===== config.mk =====
export PLATFORM = sky130hd
export DESIGN_NAME = rr_lane_xbar
export DESIGN_NICKNAME = d
export VERILOG_FILES = /design/src/rtl/rr_lane_xbar_pkg.sv /design/src/rtl/rr_lane_xbar_lane.sv /design/src/rtl/rr_lane_xbar.sv
export SDC_FILE = /design/constraint.sdc
export NUM_CORES = 1
export LEC_CHECK = 0
export ABC_CLOCK_PERIOD_IN_PS = 3340
export CORE_UTILIZATION = 53
export DETAILED_ROUTE_END_ITERATION = 10
export GPL_ROUTABILITY_DRIVEN = 0
export PLACE_DENSITY = 0.79
export SETUP_SLACK_MARGIN = 0.02
export SYNTH_ARGS = -nofsm -noshare
export SYNTH_HDL_FRONTEND = slang
export SYNTH_SLANG_ARGS = --single-unit

===== constraint.sdc =====
create_clock -name CLK -period 3.34 [get_ports CLK]
set_clock_uncertainty 0.05 [all_clocks]
set_input_delay 0.334 -clock CLK [delete_from_list [all_inputs] [get_ports CLK]]
set_output_delay 0.334 -clock CLK [all_outputs]
set_load 0.01 [all_outputs]

===== src/rtl/rr_lane_xbar_pkg.sv =====
// Shared constants for the round-robin lane crossbar.
//   MODE_BCAST / MODE_ROT : encodings of the MODE input
//   DEFAULT_INV_MASK      : default per-lane inversion mask (lanes 0, 2, 4)
package rr_lane_xbar_pkg;
  localparam logic        MODE_BCAST       = 1'b0;
  localparam logic        MODE_ROT         = 1'b1;
  localparam logic [31:0] DEFAULT_INV_MASK = 32'h0000_0015;
endpackage


===== src/rtl/rr_lane_xbar_lane.sv =====
// Combinational per-lane channel select and optional inversion.
//   IN       : all channels, channel c at [c*WD +: WD]
//   SEL      : current select counter value (always < NCH)
//   MODE     : MODE_BCAST takes channel SEL, MODE_ROT takes (SEL+LANE) mod NCH
//   INV      : invert this lane's data when set
//   LANE_OUT : selected (and possibly inverted) lane data
module rr_lane_xbar_lane
  import rr_lane_xbar_pkg::*;
#(
  parameter int WD   = 4,
  parameter int NCH  = 5,
  parameter int LANE = 0,
  parameter int CW   = $clog2(NCH)
) (
  input  logic [NCH*WD-1:0] IN,
  input  logic [CW-1:0]     SEL,
  input  logic              MODE,
  input  logic              INV,
  output logic [WD-1:0]     LANE_OUT
);

  localparam logic [CW:0] LANE_W = (CW+1)'(LANE);
  localparam logic [CW:0] NCH_W  = (CW+1)'(NCH);

  logic [WD-1:0] ch [NCH];
  logic [CW:0]   sum;
  logic [CW-1:0] rot_idx;
  logic [CW-1:0] src;

  for (genvar c = 0; c < NCH; c++) begin : g_ch
    assign ch[c] = IN[c*WD +: WD];
  end

  // SEL and LANE are both < NCH, so one conditional subtract reduces the
  // sum modulo NCH; the extra bit keeps it exact for non-power-of-two NCH.
  always_comb begin
    sum     = {1'b0, SEL} + LANE_W;
    rot_idx = (sum >= NCH_W) ? CW'(sum - NCH_W) : CW'(sum);
    src     = (MODE == MODE_ROT) ? rot_idx : SEL;
    LANE_OUT = INV ? ~ch[src] : ch[src];
  end

endmodule


===== src/rtl/rr_lane_xbar.sv =====
// N-channel round-robin lane crossbar with a registered output stage.
//   CLK, RST_X          : clock, synchronous active-low reset
//   MODE                : 0=broadcast, 1=rotate; sampled on accept
//   CNT_CLR             : synchronous select-counter clear
//   IN_VALID / IN_READY : input handshake
//   IN                  : channel c at [c*WD +: WD]
//   OUT_VALID/OUT_READY : output handshake
//   OUT                 : lane i at [i*WD +: WD]
//   OUT_SEL             : select value that produced the current OUT
module rr_lane_xbar
  import rr_lane_xbar_pkg::*;
#(
  parameter int          WD       = 4,
  parameter int          NCH      = 5,
  parameter logic [31:0] INV_MASK = DEFAULT_INV_MASK,
  localparam int         CW       = $clog2(NCH)
) (
  input  logic              CLK,
  input  logic              RST_X,
  input  logic              MODE,
  input  logic              CNT_CLR,
  input  logic              IN_VALID,
  output logic              IN_READY,
  input  logic [NCH*WD-1:0] IN,
  output logic              OUT_VALID,
  input  logic              OUT_READY,
  output logic [NCH*WD-1:0] OUT,
  output logic [CW-1:0]     OUT_SEL
);

  localparam logic [CW-1:0] SEL_MAX = CW'(NCH - 1);

  logic [CW-1:0]     sel;
  logic [NCH*WD-1:0] lane_data;
  logic              accept;

  assign IN_READY = !OUT_VALID || OUT_READY;
  assign accept   = IN_VALID && IN_READY;

  for (genvar i = 0; i < NCH; i++) begin : g_lane
    rr_lane_xbar_lane #(
      .WD   (WD),
      .NCH  (NCH),
      .LANE (i),
      .CW   (CW)
    ) u_lane (
      .IN       (IN),
      .SEL      (sel),
      .MODE     (MODE),
      .INV      (INV_MASK[i]),
      .LANE_OUT (lane_data[i*WD +: WD])
    );
  end

  always_ff @(posedge CLK) begin
    if (!RST_X) begin
      sel       <= '0;
      OUT_VALID <= 1'b0;
      OUT       <= '0;
      OUT_SEL   <= '0;
    end else begin
      if (accept) begin
        OUT       <= lane_data;
        OUT_SEL   <= sel;
        OUT_VALID <= 1'b1;
      end else if (OUT_READY) begin
        OUT_VALID <= 1'b0;
      end
      // Clear wins over increment; a same-cycle word already used the old sel.
      if (CNT_CLR)
        sel <= '0;
      else if (accept)
        sel <= (sel == SEL_MAX) ? '0 : sel + CW'(1);
    end
  end

endmodule


Word level (Yosys, flattened, before mapping)

Index checks and enable logic that the tools add are counted.

Flip-flop bits (word level): 27
Input bits: 26
Output and inout port bits: 25
Word-level logic and storage cells: 67

$add $sub $neg: 10
Magnitude comparators: 10
Equality and inequality tests: 1
Multiplexer cells: 28
Bitwise operators: 9
Reductions and logical operators: 5

Operator list:

| operator                                                                             | count |
|---|---|
| 4-bit binary-select mux with 3-bit select                                            | 5 |
| 4-bit 2-to-1 mux                                                                     | 10 |
| 3-bit 2-to-1 mux                                                                     | 11 |
| 4-bit greater-or-equal comparator (second input constant)                            | 5 |
| 3-bit inverter with 4-bit output                                                     | 5 |
| 4-bit by 3-bit greater-or-equal comparator with 1-bit output (second input constant) | 4 |
| 3-bit subtractor (second input constant)                                             | 5 |
| 4-bit inverter                                                                       | 3 |
| 3-bit by 2-bit adder with 4-bit output (second input constant)                       | 2 |
| 3-bit by 1-bit adder with 4-bit output (second input constant)                       | 1 |
| 3-bit by 3-bit adder with 4-bit output (second input constant)                       | 1 |
| 3-bit by 1-bit adder with 3-bit output (second input constant)                       | 1 |
| 3-bit equality test (second input constant)                                          | 1 |
| 3-bit greater-or-equal comparator (second input constant)                            | 1 |
| 1-bit 2-to-1 mux                                                                     | 2 |
| 2-bit nonzero test                                                                   | 1 |
| 2-bit OR reduction                                                                   | 1 |
| 1-bit logical AND                                                                    | 1 |
| 1-bit zero test                                                                      | 1 |
| 1-bit logical OR                                                                     | 1 |
| 1-bit inverter                                                                       | 1 |

Longest topological paths before layout

Gate-level depths: netlist (run 1).

Depth after elaboration: 9
Gate-level depth with buffers: 11
Gate-level depth less buffers: 10

Cells and area by module

Synthesis (run 1) repeated with hierarchy kept, for this count alone.

Cells, all modules: 460
Area total of the unflattened synthesis: 3953.8 um2

Modules (own cells, without submodules):

| module                                | times used | cells each | area an instance (um2) | sequential area each (um2) |
|---|---|---|---|---|
| rr_lane_xbar                          | 1          | 131        | 1368.8                 | 540.5 |
| rr_lane_xbar_lane at g_lane[2].u_lane | 1          | 93         | 683.2                  | 0.0 |
| rr_lane_xbar_lane at g_lane[4].u_lane | 1          | 68         | 544.3                  | 0.0 |
| rr_lane_xbar_lane at g_lane[1].u_lane | 1          | 64         | 491.7                  | 0.0 |
| rr_lane_xbar_lane at g_lane[0].u_lane | 1          | 59         | 478.0                  | 0.0 |
| rr_lane_xbar_lane at g_lane[3].u_lane | 1          | 45         | 387.9                  | 0.0 |

Worst setup path before layout (run 1)

No wires, ideal clock.

Path type: reg2reg
Start point: register sel[1]
End point: register OUT[10]
Setup time: 0.112 ns
Arrival time: 2.422 ns
Data required time: 3.178 ns
Slack: 0.756 ns
Stages on the path, launching flop included: 9
Buffers on the path: 0
Period minus slack after synthesis: 2.584 ns
Cell sequence: dfxtp_1 ha_1 inv_1 fa_1 a21o_4 a311oi_4 mux2i_1 nor4_1 a2111oi_1

Cells in the longest elaborated chain, start to end: 9
Elaborated cells on any way between the ends: 10
Classes of those cells: add/sub (2); order compare (1); mux (5); bitwise (2)

RTL lines:

| item                                                                                                    | RTL line                | source |
|---|---|---|
| from (decl)                                                                                             | rr_lane_xbar.sv:33      | `logic [CW-1:0] sel;` |
| from (signal assigned)                                                                                  | rr_lane_xbar.sv:73      | `sel <= (sel == SEL_MAX) ? '0 : sel + CW'(1);` |
| 3-bit by 2-bit adder with 4-bit output                                                                  | rr_lane_xbar_lane.sv:37 | `sum = {1'b0, SEL} + LANE_W;` |
| 4-bit by 3-bit greater-or-equal comparator with 1-bit output / 3-bit subtractor (equally long branches) | rr_lane_xbar_lane.sv:38 | `rot_idx = (sum >= NCH_W) ? CW'(sum - NCH_W) : CW'(sum);` |
| 3-bit 2-to-1 mux                                                                                        | rr_lane_xbar_lane.sv:38 |  |
| 3-bit 2-to-1 mux *                                                                                      | rr_lane_xbar_lane.sv:39 | `src = (MODE == MODE_ROT) ? rot_idx : SEL;` |
| 3-bit inverter with 4-bit output (implied by the code) *                                                | rr_lane_xbar_lane.sv:40 | `LANE_OUT = INV ? ~ch[src] : ch[src];` |
| 4-bit binary-select mux with 3-bit select *                                                             | rr_lane_xbar_lane.sv:40 |  |
| 4-bit 2-to-1 mux (implied by the code) * (2 in a row)                                                   | rr_lane_xbar_lane.sv:40 |  |
| 4-bit inverter *                                                                                        | rr_lane_xbar_lane.sv:40 |  |
| to (signal assigned)                                                                                    | rr_lane_xbar.sv:63      | `OUT <= lane_data;` |
| to (decl)                                                                                               | rr_lane_xbar.sv:27      | `output logic [NCH*WD-1:0] OUT,` |

Mark *: on every way between the ends. The rest lies on a longest branch, timed or not. The select of a mux whose other input is x is not followed.
A chain may end at the register's enable or synchronous reset.

Worst setup path after layout (run 1)

Same ends and word-level chain as after synthesis.

==> impl_results.md, run 1 <==
* Number of global-route vias before repair at 2396
* Final critical-path share of the clock period at 0.8263
* Cell area power density at 278.7 mW/mm²
* Dpl ws at 0.5610 ns
* Final setup violation count at 0
* Max Freq at 362.4 MHz
* IO Count at 51
* Total core area at 0.004504 mm²
* WP data arrival at 2.88 ns
* Clk_lat worst skew at 0.28 ns
* Cell type with the largest total area after synthesis: dfxtp_1
* PnR worst setup slack at 0.5803 ns
* Crit end category: register
* Crit-path slowest cell: a311oi_4
* P_leak at 1.200 nW
* Max-cap viol count at 0
* RSZ-0062 raised after global routing: no
* Unique masters post-synth at 60
* DP Wirelength at 5331 µm
* Postcts setup bufs at 0
* Post-route cell area at 0.003149 mm²
* Final slew viol count at 0
* Total gr overflow at 0
* Synth Cell Area at 0.002562 mm²
* Critical path's largest stage delay at 0.48 ns
* Via Count at 2539
* Status: finished clean
* Kind of critical path: register to register
* Hold_sp: OUT[2]
* Maximum level of the CTS H-tree at 1
* Fillers at 390
* Top cells by area, synth: dfxtp_1 (21%), mux2i_1 (13%), a21oi_1 (4.9%)
* Post-synth EDFFs at 0
* Reg2Reg Depth at 9
* Min-Delay Endpoint: OUT[2]
* WP data required at 3.46 ns
* Clock root cell: clkbuf_8
* Delay-heaviest family, CP: compound AO/OA/AOI/OAI gates
* Initial antenna violation count at 0
* Minimum clock period at 2.760 ns
* Final Net Count at 382
* Rows at 24
* Crit-path cells: buf_4, ha_1, inv_1, fa_1, a21o_4, a311oi_4, mux2i_1, nor4_1, a2111oi_1
* Sequential area share after synthesis at 0.2109
* Reg clk slew, reported paths at 0.10 ns
* Largest net degree at the start of global routing at 25
* Slew headroom at 0.2920
* Initial drt markers at 138
* Final hold violations at 0
* Seq cells post-synth at 27
* DR DRC count at 0
* Synth warn at 0
* WL per Instance at 17.97 µm
* CP Max Fanout at 8
* Reg2reg start: sel[1]
* Clk sink count at 27
* Syn Area/Cell at 8.599 µm²
* Synthesized instance count at 298
* WL final at 7133 µm
* Share of layout cells above drive strength 1 at 0.1362
* Post_cts resized at 0
* CTS tree: done
* Worst vdd ir at 0.0001979 V
* Post-DR vias/cell at 6.395
* Initial Util at 0.5689
* Die W at 71.53 µm
* FFs w/ async S/R, synth at 0
* Post-CTS Hold Fix Bufs at 0
* Commonest cells in the netlist: mux2i_1 (33), nand2_1 (29), dfxtp_1 (27)
* Die H at 71.53 µm
* Dominant cell by count in the synthesized netlist: mux2i_1
* P&R area growth vs syn at 22.90%
* Setup tns final at 0 ns
* Hold crit path type: register to register
* Most used DFF post-synth: dfxtp_1
* Placed Area at 0.003103 mm²
* Worst slew pin tran at 1.054 ns
* Die Area at 0.005117 mm²
* CP bufs+invs at 2
* First-pass GRT wire length at 11940 µm
* Worst hold slack at 0.4102 ns
* IO buf count at 50
* Antenna-violating nets left at 0
* Antenna Cells at 0
* Deepest clock path buffer count at 2
* Syn_nets at 334
* CP startpoint kind: register
* Area share of the leading cell type in the synthesized netlist at 0.2109
* FF-to-FF End: OUT[10]
* 1st-pass router iterations at 4
* Internal reg-to-reg setup slack at 0.58 ns
* Hold path cells at 2
* TritonCTS Buffers at 3
* Global Route Usage Sum at 0.2954
kinds of logic (layout without fill, tap and decap cells):
family / after synthesis / count (layout) / synth area share
buffers and inverters: 27 / 74 / 0.05957
muxes: 42 / 42 / 0.1929
DFF: 27 / 27 / 0.2109
and+or+nand+nor: 92 / 92 / 0.1939
AOI/OAI and AO/OA: 95 / 95 / 0.2710
adders and majority gates: 10 / 10 / 0.05176
xor gates and xnor gates: 5 / 5 / 0.02002
per-stage QoR:
stage	instances	utilization	total power [W]
2_1_floorplan	298	-	0.0005587
5_1_grt	397	0.6992	0.0009235
4_1_cts	397	0.6992	0.0008835
3_3_place_gp	393	0.6889	0.0006820
3_5_place_dp	393	0.6889	0.0006873
6_report	397	0.6992	0.0008778
worst max-delay path by stage:
stage	endpoint	from	cells past startpoint	slack [ns]
5_1_grt	OUT[11]	sel[1]	10	0.37
2_1_floorplan	OUT[10]	sel[1]	8	0.76
3_3_place_gp	OUT[13]	MODE	6	0.63
3_5_place_dp	OUT[10]	sel[1]	9	0.56
6_report	OUT[10]	sel[1]	9	0.58
4_1_cts	OUT[10]	sel[1]	9	0.58
flip-flops by register name (all words and copies together) (netlist names):
register and cells:
sel 3, OUT_SEL 3, OUT_VALID 1, OUT 20
area by class of cell:
cell class,count,area [µm²],area share
repair buffers,64,605.6,0.1923
well taps,52,65.06,0.02066
inverters,6,22.52,0.007151
multi-input cells,244,1869,0.5936
clock inverters,1,5.005,0.001589
clock buffers,3,41.29,0.01311
flip-flops and latches,27,540.5,0.1716
layer usage:
metal,global-route usage,wire (µm),vias up
li1,-,-,1218
met4,0.08497,113,0
met2,0.4857,3329,102
met1,0.4091,3141,1206
met3,0.03657,548,13
met5,0,0,-
cells in the final DEF, fill, tap and decap left out, types with 3 or more instances in the layout:
cell type	instances
clkdlybuf4s50_1	50
mux2_4	4
a21oi_1	25
and3_1	3
nand2_1	29
o22ai_2	4
clkbuf_8	3
mux2i_1	33
ha_1	9
inv_1	5
xnor2_1	3
o211ai_1	6
nor2_1	16
buf_4	14
nor2b_1	4
and3b_1	3
o21ai_0	21
nand3_1	8
nand4_1	7
nand2b_1	8
a21oi_2	4
dfxtp_1	27
mux4_2	4
a221oi_1	8
o221ai_1	5
a211o_1	4
worst min-delay path, stage by stage (launching register included):
cell and delay [ns]:
dfxtp_1 0.32, nand2_1 0.05, a21oi_1 0.05
where the power goes:
group	internal [W]	leakage [nW]	switching (W)	total, W
logic	0.000166	0.952	0.000158	0.000323
registers	0.000347	0.223	0.0000142	0.000361
clock network	0.0000839	0.0255	0.000109	0.000193
total	0.000597	1.20	0.000281	0.000878
Power figures use the tool's default switching activity.
==> run 2, diff against run 1 <==
--- a/config.mk
+++ b/config.mk
@@ -5,11 +5,11 @@
 export SDC_FILE = /design/constraint.sdc
 export NUM_CORES = 1
 export LEC_CHECK = 0
-export ABC_CLOCK_PERIOD_IN_PS = 3340
-export CORE_UTILIZATION = 53
+export ABC_CLOCK_PERIOD_IN_PS = 2400
+export CORE_UTILIZATION = 47
 export DETAILED_ROUTE_END_ITERATION = 10
 export GPL_ROUTABILITY_DRIVEN = 0
-export PLACE_DENSITY = 0.79
+export PLACE_DENSITY = 0.74
 export SETUP_SLACK_MARGIN = 0.02
 export SYNTH_ARGS = -nofsm -noshare
 export SYNTH_HDL_FRONTEND = slang
==> constraint.sdc (replaced) <==
create_clock -name CLK -period 2.4 [get_ports CLK]
set_clock_uncertainty 0.05 [all_clocks]
set_input_delay 0.24 -clock CLK [delete_from_list [all_inputs] [get_ports CLK]]
set_output_delay 0.24 -clock CLK [all_outputs]
set_load 0.01 [all_outputs]
==> run 2 against run 1 <==
  * First-iteration DRC count up 75%
  * Fmax up 15%
  * Worst setup slack worse by 0.57 ns
  * Clock-buffer cell count unchanged
  * Total power up 48%
  * Utilization down 0.49 points
  * Design area up 14%
  * Sequential power up 39%
  * Register-to-register slack worse by 0.57 ns
==> impl_results.md, run 2 (synthesis results as in run 1) <==
* Reg clk slew, reported paths at 0.11 ns (was 0.10 ns)
* Post-route cell area at 0.003591 mm² (was 0.003149 mm²)
* Die Area at 0.005751 mm² (was 0.005117 mm²)
* WP data required at 2.53 ns (was 3.46 ns)
* Post-layout total power at 0.001297 W (was 0.0008778 W)
* Initial drt markers at 242 (was 138)
* Placed Area at 0.003306 mm² (was 0.003103 mm²)
* Internal reg-to-reg setup slack at 0.01 ns (was 0.58 ns)
* Initial Util at 0.4954 (was 0.5689)
* Hold crit path type: register to register (unchanged)
* Minimum clock period at 2.390 ns (was 2.760 ns)
* Largest registers: OUT (20), OUT_SEL (3), sel (3) (unchanged)
* CTS tree: done (unchanged)
* P&R area growth vs syn at 40.14% (was 22.90%)
* Final Net Count at 409 (was 382)
* Total core area at 0.005172 mm² (was 0.004504 mm²)
* Deepest clock path buffer count at 2 (unchanged)
* P_leak at 1.362 nW (was 1.200 nW)
* Final critical-path share of the clock period at 0.9960 (was 0.8263)
* Total gr overflow at 0 (unchanged)
* Status: finished clean (unchanged)
* Clk sink count at 27 (unchanged)
* RSZ-0062 raised after global routing: yes (was no)
* DP Wirelength at 5837 µm (was 5331 µm)
* Max-cap viol count at 0 (unchanged)
* Clock root cell: clkbuf_8 (unchanged)
* Antenna Cells at 0 (unchanged)
* Rows at 26 (was 24)
* Via Count at 2744 (was 2539)
* Global Route Usage Sum at 0.2759 (was 0.2954)
* Cell area power density at 361.2 mW/mm² (was 278.7 mW/mm²)
* IO Count at 51 (unchanged)
* CP Max Fanout at 6 (was 8)
* Commonest non-fill, non-tap cell in the layout: clkdlybuf4s50_1 (unchanged)
* Initial antenna violation count at 0 (unchanged)
* Largest net degree at the start of global routing at 26 (was 25)
* Crit end category: register (unchanged)
* Final slew viol count at 0 (unchanged)
* Top reg by flops: OUT (unchanged)
* Die H at 75.84 µm (was 71.53 µm)
* Maximum level of the CTS H-tree at 1 (unchanged)
* First-pass GRT wire length at 11940 µm (unchanged)
* Clk_lat worst skew at 0.28 ns (about the same)
* Worst slew pin tran at 0.5180 ns (was 1.054 ns)
* Final setup violation count at 0 (unchanged)
* Share of layout cells above drive strength 1 at 0.2823 (was 0.1362)
* Max Freq at 418.3 MHz (was 362.4 MHz)
* Finished Core Util at 0.6942 (was 0.6992)
* Die W at 75.84 µm (was 71.53 µm)
* CP startpoint kind: register (unchanged)
* 1st-pass router iterations at 5 (was 4)
* Worst hold slack at 0.4109 ns (was 0.4102 ns)
* Antenna-violating nets left at 0 (unchanged)
* Largest register FFs at 20 (unchanged)
* IO buf count at 50 (unchanged)
* Post-DR vias/cell at 6.208 (was 6.395)
* Worst vdd ir at 0.0003382 V (was 0.0001979 V)
* TritonCTS Buffers at 3 (unchanged)
* Final hold violations at 0 (unchanged)
* WL final at 8038 µm (was 7133 µm)
* DR DRC count at 0 (unchanged)
* Most frequent cells in the layout: clkdlybuf4s50_1 (50), buf_4 (37), mux2i_1 (31) (was clkdlybuf4s50_1 (50), mux2i_1 (33), nand2_1 (29))
* WP data arrival at 2.52 ns (was 2.88 ns)
* Slew headroom at 0.6543 (was 0.2920)
* Kind of critical path: register to register (unchanged)
* WL per Instance at 18.19 µm (was 17.97 µm)
* Number of global-route vias before repair at 2363 (was 2396)
[run 2: layout make-up]
cell class | instances | area (µm²)
clock buffer | 3 | 41.29
clock inverter | 1 | 7.507
fill | 412 | 1582
inverter | 6 | 28.78
multi-input combinational | 244 | 2029
sequential | 27 | 546.8
tap | 70 | 87.58
timing repair buffer | 91 | 849.6
[run 2: critical path, stage by stage (launching register included)]
cell	delay, ns
dfxtp_4	0.40
clkinvlp_4	0.14
buf_6	0.15
ha_4	0.27
a21o_4	0.15
nor3b_4	0.05
a311oi_4	0.37
mux2i_1	0.27
o21ai_1	0.11
a2111oi_1	0.32
[run 2: final timing paths]
kind	from	to	cells past startpoint
worst min-delay path	OUT[3]	OUT[3]	2
worst max-delay path	sel[1]	OUT[10]	9
worst max register to register	sel[1]	OUT[10]	9
worst min register to register	OUT[3]	OUT[3]	2
[run 2: per-stage QoR]
stage	TNS, ns	cells	setup WS (ns)
6_report	0	442	0.009588
2_1_floorplan	-0.01312	298	-0.01312
3_5_place_dp	-0.06754	430	-0.03224
4_1_cts	0	434	0.01544
5_1_grt	-0.4515	442	-0.1161
3_3_place_gp	0	430	0.01922
[run 2: repair_timing]
action,in CTS,in global routing
resized for setup,8,35
setup buffers,0,8
pin swaps,0,8
setup endpoints to repair,12,20
hold buffers,0,0
[run 2: power breakdown]
part           leakage [nW]  switching, W  internal (W)
clock                0.0217      0.000163      0.000118
combinational          1.12      0.000248      0.000266
sequential            0.224     0.0000202      0.000482
total                  1.36      0.000431      0.000866
[run 2: routing by layer]
| layer | share of wire | vias up | track usage |
|---|---|---|---|
| met5 | 0 | - | 0 |
| met4 | 0.021 | 0 | 0.06584 |
| met3 | 0.084 | 30 | 0.06217 |
| met2 | 0.47 | 151 | 0.4435 |
| met1 | 0.42 | 1290 | 0.3745 |
| li1 | - | 1273 | - |
==> run 3, diff against run 2 <==
--- a/config.mk
+++ b/config.mk
@@ -6,7 +6,9 @@
 export NUM_CORES = 1
 export LEC_CHECK = 0
 export ABC_CLOCK_PERIOD_IN_PS = 2400
-export CORE_UTILIZATION = 47
+export CELL_PAD_IN_SITES_DETAIL_PLACEMENT = 1
+export CELL_PAD_IN_SITES_GLOBAL_PLACEMENT = 1
+export CORE_UTILIZATION = 35
 export DETAILED_ROUTE_END_ITERATION = 10
 export GPL_ROUTABILITY_DRIVEN = 0
 export PLACE_DENSITY = 0.74
@@ -14,3 +16,4 @@
 export SYNTH_ARGS = -nofsm -noshare
 export SYNTH_HDL_FRONTEND = slang
 export SYNTH_SLANG_ARGS = --single-unit
+export TNS_END_PERCENT = 1
==> run 3 against run 2 <==
  * First-iteration DRC count fell by 56%
  * Final cell count up 6.8%
  * Design area up 0.98%
  * Total power grew 1.3%
  * Non-clock buffer count is 4 higher
  * Sequential share of layout area shrank 0.078 points
  * Via count is 1.5% lower
  * Flip-flop and latch count unchanged
  * Global-route usage is 3.0 points lower
  * Fmax grew 0.15%
==> impl_results.md, run 3 (synthesis results as in run 1) <==
* Critical path's largest stage delay at 0.38 ns (was 0.40 ns)
* Initial drt markers at 107 (was 242)
* Rows at 30 (was 26)
* Clk sink count at 27 (unchanged)
* Number of global-route vias before repair at 2737 (was 2363)
* Max Freq at 419.0 MHz (was 418.3 MHz)
* CP Max Fanout at 4 (was 6)
* WP data arrival at 2.50 ns (was 2.52 ns)
* Hold path cells at 2 (unchanged)
* Kind of critical path: register to register (unchanged)
* Final slew viol count at 0 (unchanged)
* Commonest non-fill, non-tap cell in the layout: clkdlybuf4s50_1 (unchanged)
* Fillers at 824 (was 412)
* Most frequent cells in the layout: clkdlybuf4s50_1 (50), buf_4 (38), mux2i_1 (32) (was clkdlybuf4s50_1 (50), buf_4 (37), mux2i_1 (31))
* Deepest clock path buffer count at 2 (unchanged)
* Antenna Cells at 0 (unchanged)
* Met2 routed WL at 4673 µm (was 3793 µm)
* Hold crit path type: register to register (unchanged)
* TritonCTS Buffers at 3 (unchanged)
* Post-DR vias/cell at 5.729 (was 6.208)
* Clock root cell: clkbuf_8 (unchanged)
* FF-to-FF End: OUT[10] (unchanged)
* Total gr overflow at 0 (unchanged)
* Final setup violation count at 0 (unchanged)
* P_leak at 1.382 nW (was 1.362 nW)
* IO buf count at 50 (unchanged)
* Reg2Reg Depth at 9 (unchanged)
* Final hold violations at 0 (unchanged)
* Cell area power density at 362.5 mW/mm² (was 361.2 mW/mm²)
* CP startpoint kind: register (unchanged)
* Multi-input gate area at 0.001998 mm² (was 0.002029 mm²)
* Clk_lat worst skew at 0.29 ns (was 0.28 ns)
* Crit end category: register (unchanged)
* Worst slew pin tran at 0.6911 ns (was 0.5180 ns)
* Minimum clock period at 2.387 ns (was 2.390 ns)
* Reg2reg start: sel[0] (was sel[1])
* CTS tree: done (unchanged)
* Final Net Count at 413 (was 409)
* Maximum level of the CTS H-tree at 1 (unchanged)
* Max-cap viol count at 0 (unchanged)
* P&R area growth vs syn at 41.50% (was 40.14%)
* DR DRC count at 0 (unchanged)
* Largest registers: OUT (20), OUT_SEL (3), sel (3) (unchanged)
* Via Count at 2704 (was 2744)
* M1 WL at 4334 µm (was 3405 µm)
* Worst vdd ir at 0.0002476 V (was 0.0003382 V)
* First-pass GRT wire length at 14380 µm (was 11940 µm)
* Status: finished clean (unchanged)
* WP data required at 2.52 ns (was 2.53 ns)
* Hold_sp: OUT[3] (unchanged)
* 1st-pass router iterations at 4 (was 5)
* Finished Core Util at 0.5222 (was 0.6942)
* Post-CTS Hold Fix Bufs at 0 (unchanged)
* Largest register FFs at 20 (unchanged)
* Sequential Area at 549.3 µm² (was 546.8 µm²)
* Total core area at 0.006944 mm² (was 0.005172 mm²)
* Min-Delay Endpoint: OUT[3] (unchanged)
* CP bufs+invs at 2 (unchanged)
* Delay-heaviest family, CP: compound AO/OA/AOI/OAI gates (unchanged)
* Initial Util at 0.3690 (was 0.4954)
* Initial antenna violation count at 0 (unchanged)
* Global Route Usage Sum at 0.2455 (was 0.2759)
* WL met3 at 324 µm (was 673 µm)
* Slew headroom at 0.5393 (was 0.6543)
* Antenna-violating nets left at 0 (unchanged)
* Crit-path cells: inv_4, ha_4, inv_2, fa_2, a21o_4, a311oi_4, mux2i_1, o21ai_1, a2111oi_1 (was clkinvlp_4, buf_6, ha_4, a21o_4, nor3b_4, a311oi_4, mux2i_1, o21ai_1, a2111oi_1)
* Die Area at 0.007668 mm² (was 0.005751 mm²)
* Highest metal used: met4 (unchanged)
* DP Wirelength at 6955 µm (was 5837 µm)
* Post-layout total power at 0.001314 W (was 0.001297 W)
* Largest net degree at the start of global routing at 24 (was 26)
* Share of layout cells above drive strength 1 at 0.2739 (was 0.2823)
* WL final at 9498 µm (was 8038 µm)
* Top reg by flops: OUT (unchanged)
* WL per Instance at 20.12 µm (was 18.19 µm)
* Die H at 87.57 µm (was 75.84 µm)
* RSZ-0062 raised after global routing: yes (unchanged)
* Reg clk slew, reported paths at 0.11 ns (about the same)
* IO Count at 51 (unchanged)
* Crit-path slowest cell: fa_2 (was dfxtp_4)
* Die W at 87.57 µm (was 75.84 µm)
* Internal reg-to-reg setup slack at 0.01 ns (about the same)
* Final critical-path share of the clock period at 0.9945 (was 0.9960)
-- run 3: worst min-delay path, cell delays in order, from the launching register on --
cell     delay (ns)
dfxtp_1        0.33
nand2_1        0.05
a21oi_1        0.05
-- run 3: how the worst max path moves through the flow --
stage,cells after the start,from,endpoint
after CTS,9,sel[0],OUT[10]
final,9,sel[0],OUT[10]
after floorplan,9,sel[0],OUT[10]
after detailed placement,6,MODE,OUT[15]
after global placement,11,sel[0],OUT[9]
after global routing,9,sel[0],OUT[10]
-- run 3: where the power goes --
group	switching, W	internal, W
Clock	0.000164	0.000118
Combinational	0.000259	0.000272
Sequential	0.0000209	0.000481
-- run 3: final cells by class --
class,instances,area share
Inverter,6,0.006901
Clock inverter,1,0.002070
Timing Repair Buffer,95,0.2440
Sequential cell,27,0.1515
Multi-Input combinational cell,244,0.5511
Clock buffer,3,0.01139
Tap cell,96,0.03313
-- run 3: through the flow --
stage / setup TNS [ns] / worst slack [ns] / hold WS, ns / area [µm²] / cells
global route: -0.2473 / -0.07525 / 0.4354 / 3626 / 472
CTS: 0 / 0.02561 / 0.4207 / 3492 / 468
finish: 0 / 0.01325 / 0.4123 / 3626 / 472
global placement: -0.01530 / -0.01296 / 0.3892 / 3391 / 463
detailed placement: -0.6237 / -0.1173 / 0.4011 / 3391 / 463
floorplan: -0.01312 / -0.01312 / 0.2985 / 2575 / 298
-- run 3: what timing repair did --
action | 4_1_cts | 5_1_grt
setup buffers | 1 | 3
pin swaps | 4 | 11
gates cloned | 0 | 1
resized for setup | 12 | 30
endpoints found under the setup margin | 10 | 20
-- run 3: per-layer routing --
metal  GRT usage  vias up
met5           0        -
met4     0.05514        0
met3     0.03299       16
met2      0.4148       75
met1      0.3330     1332
li1            -     1281
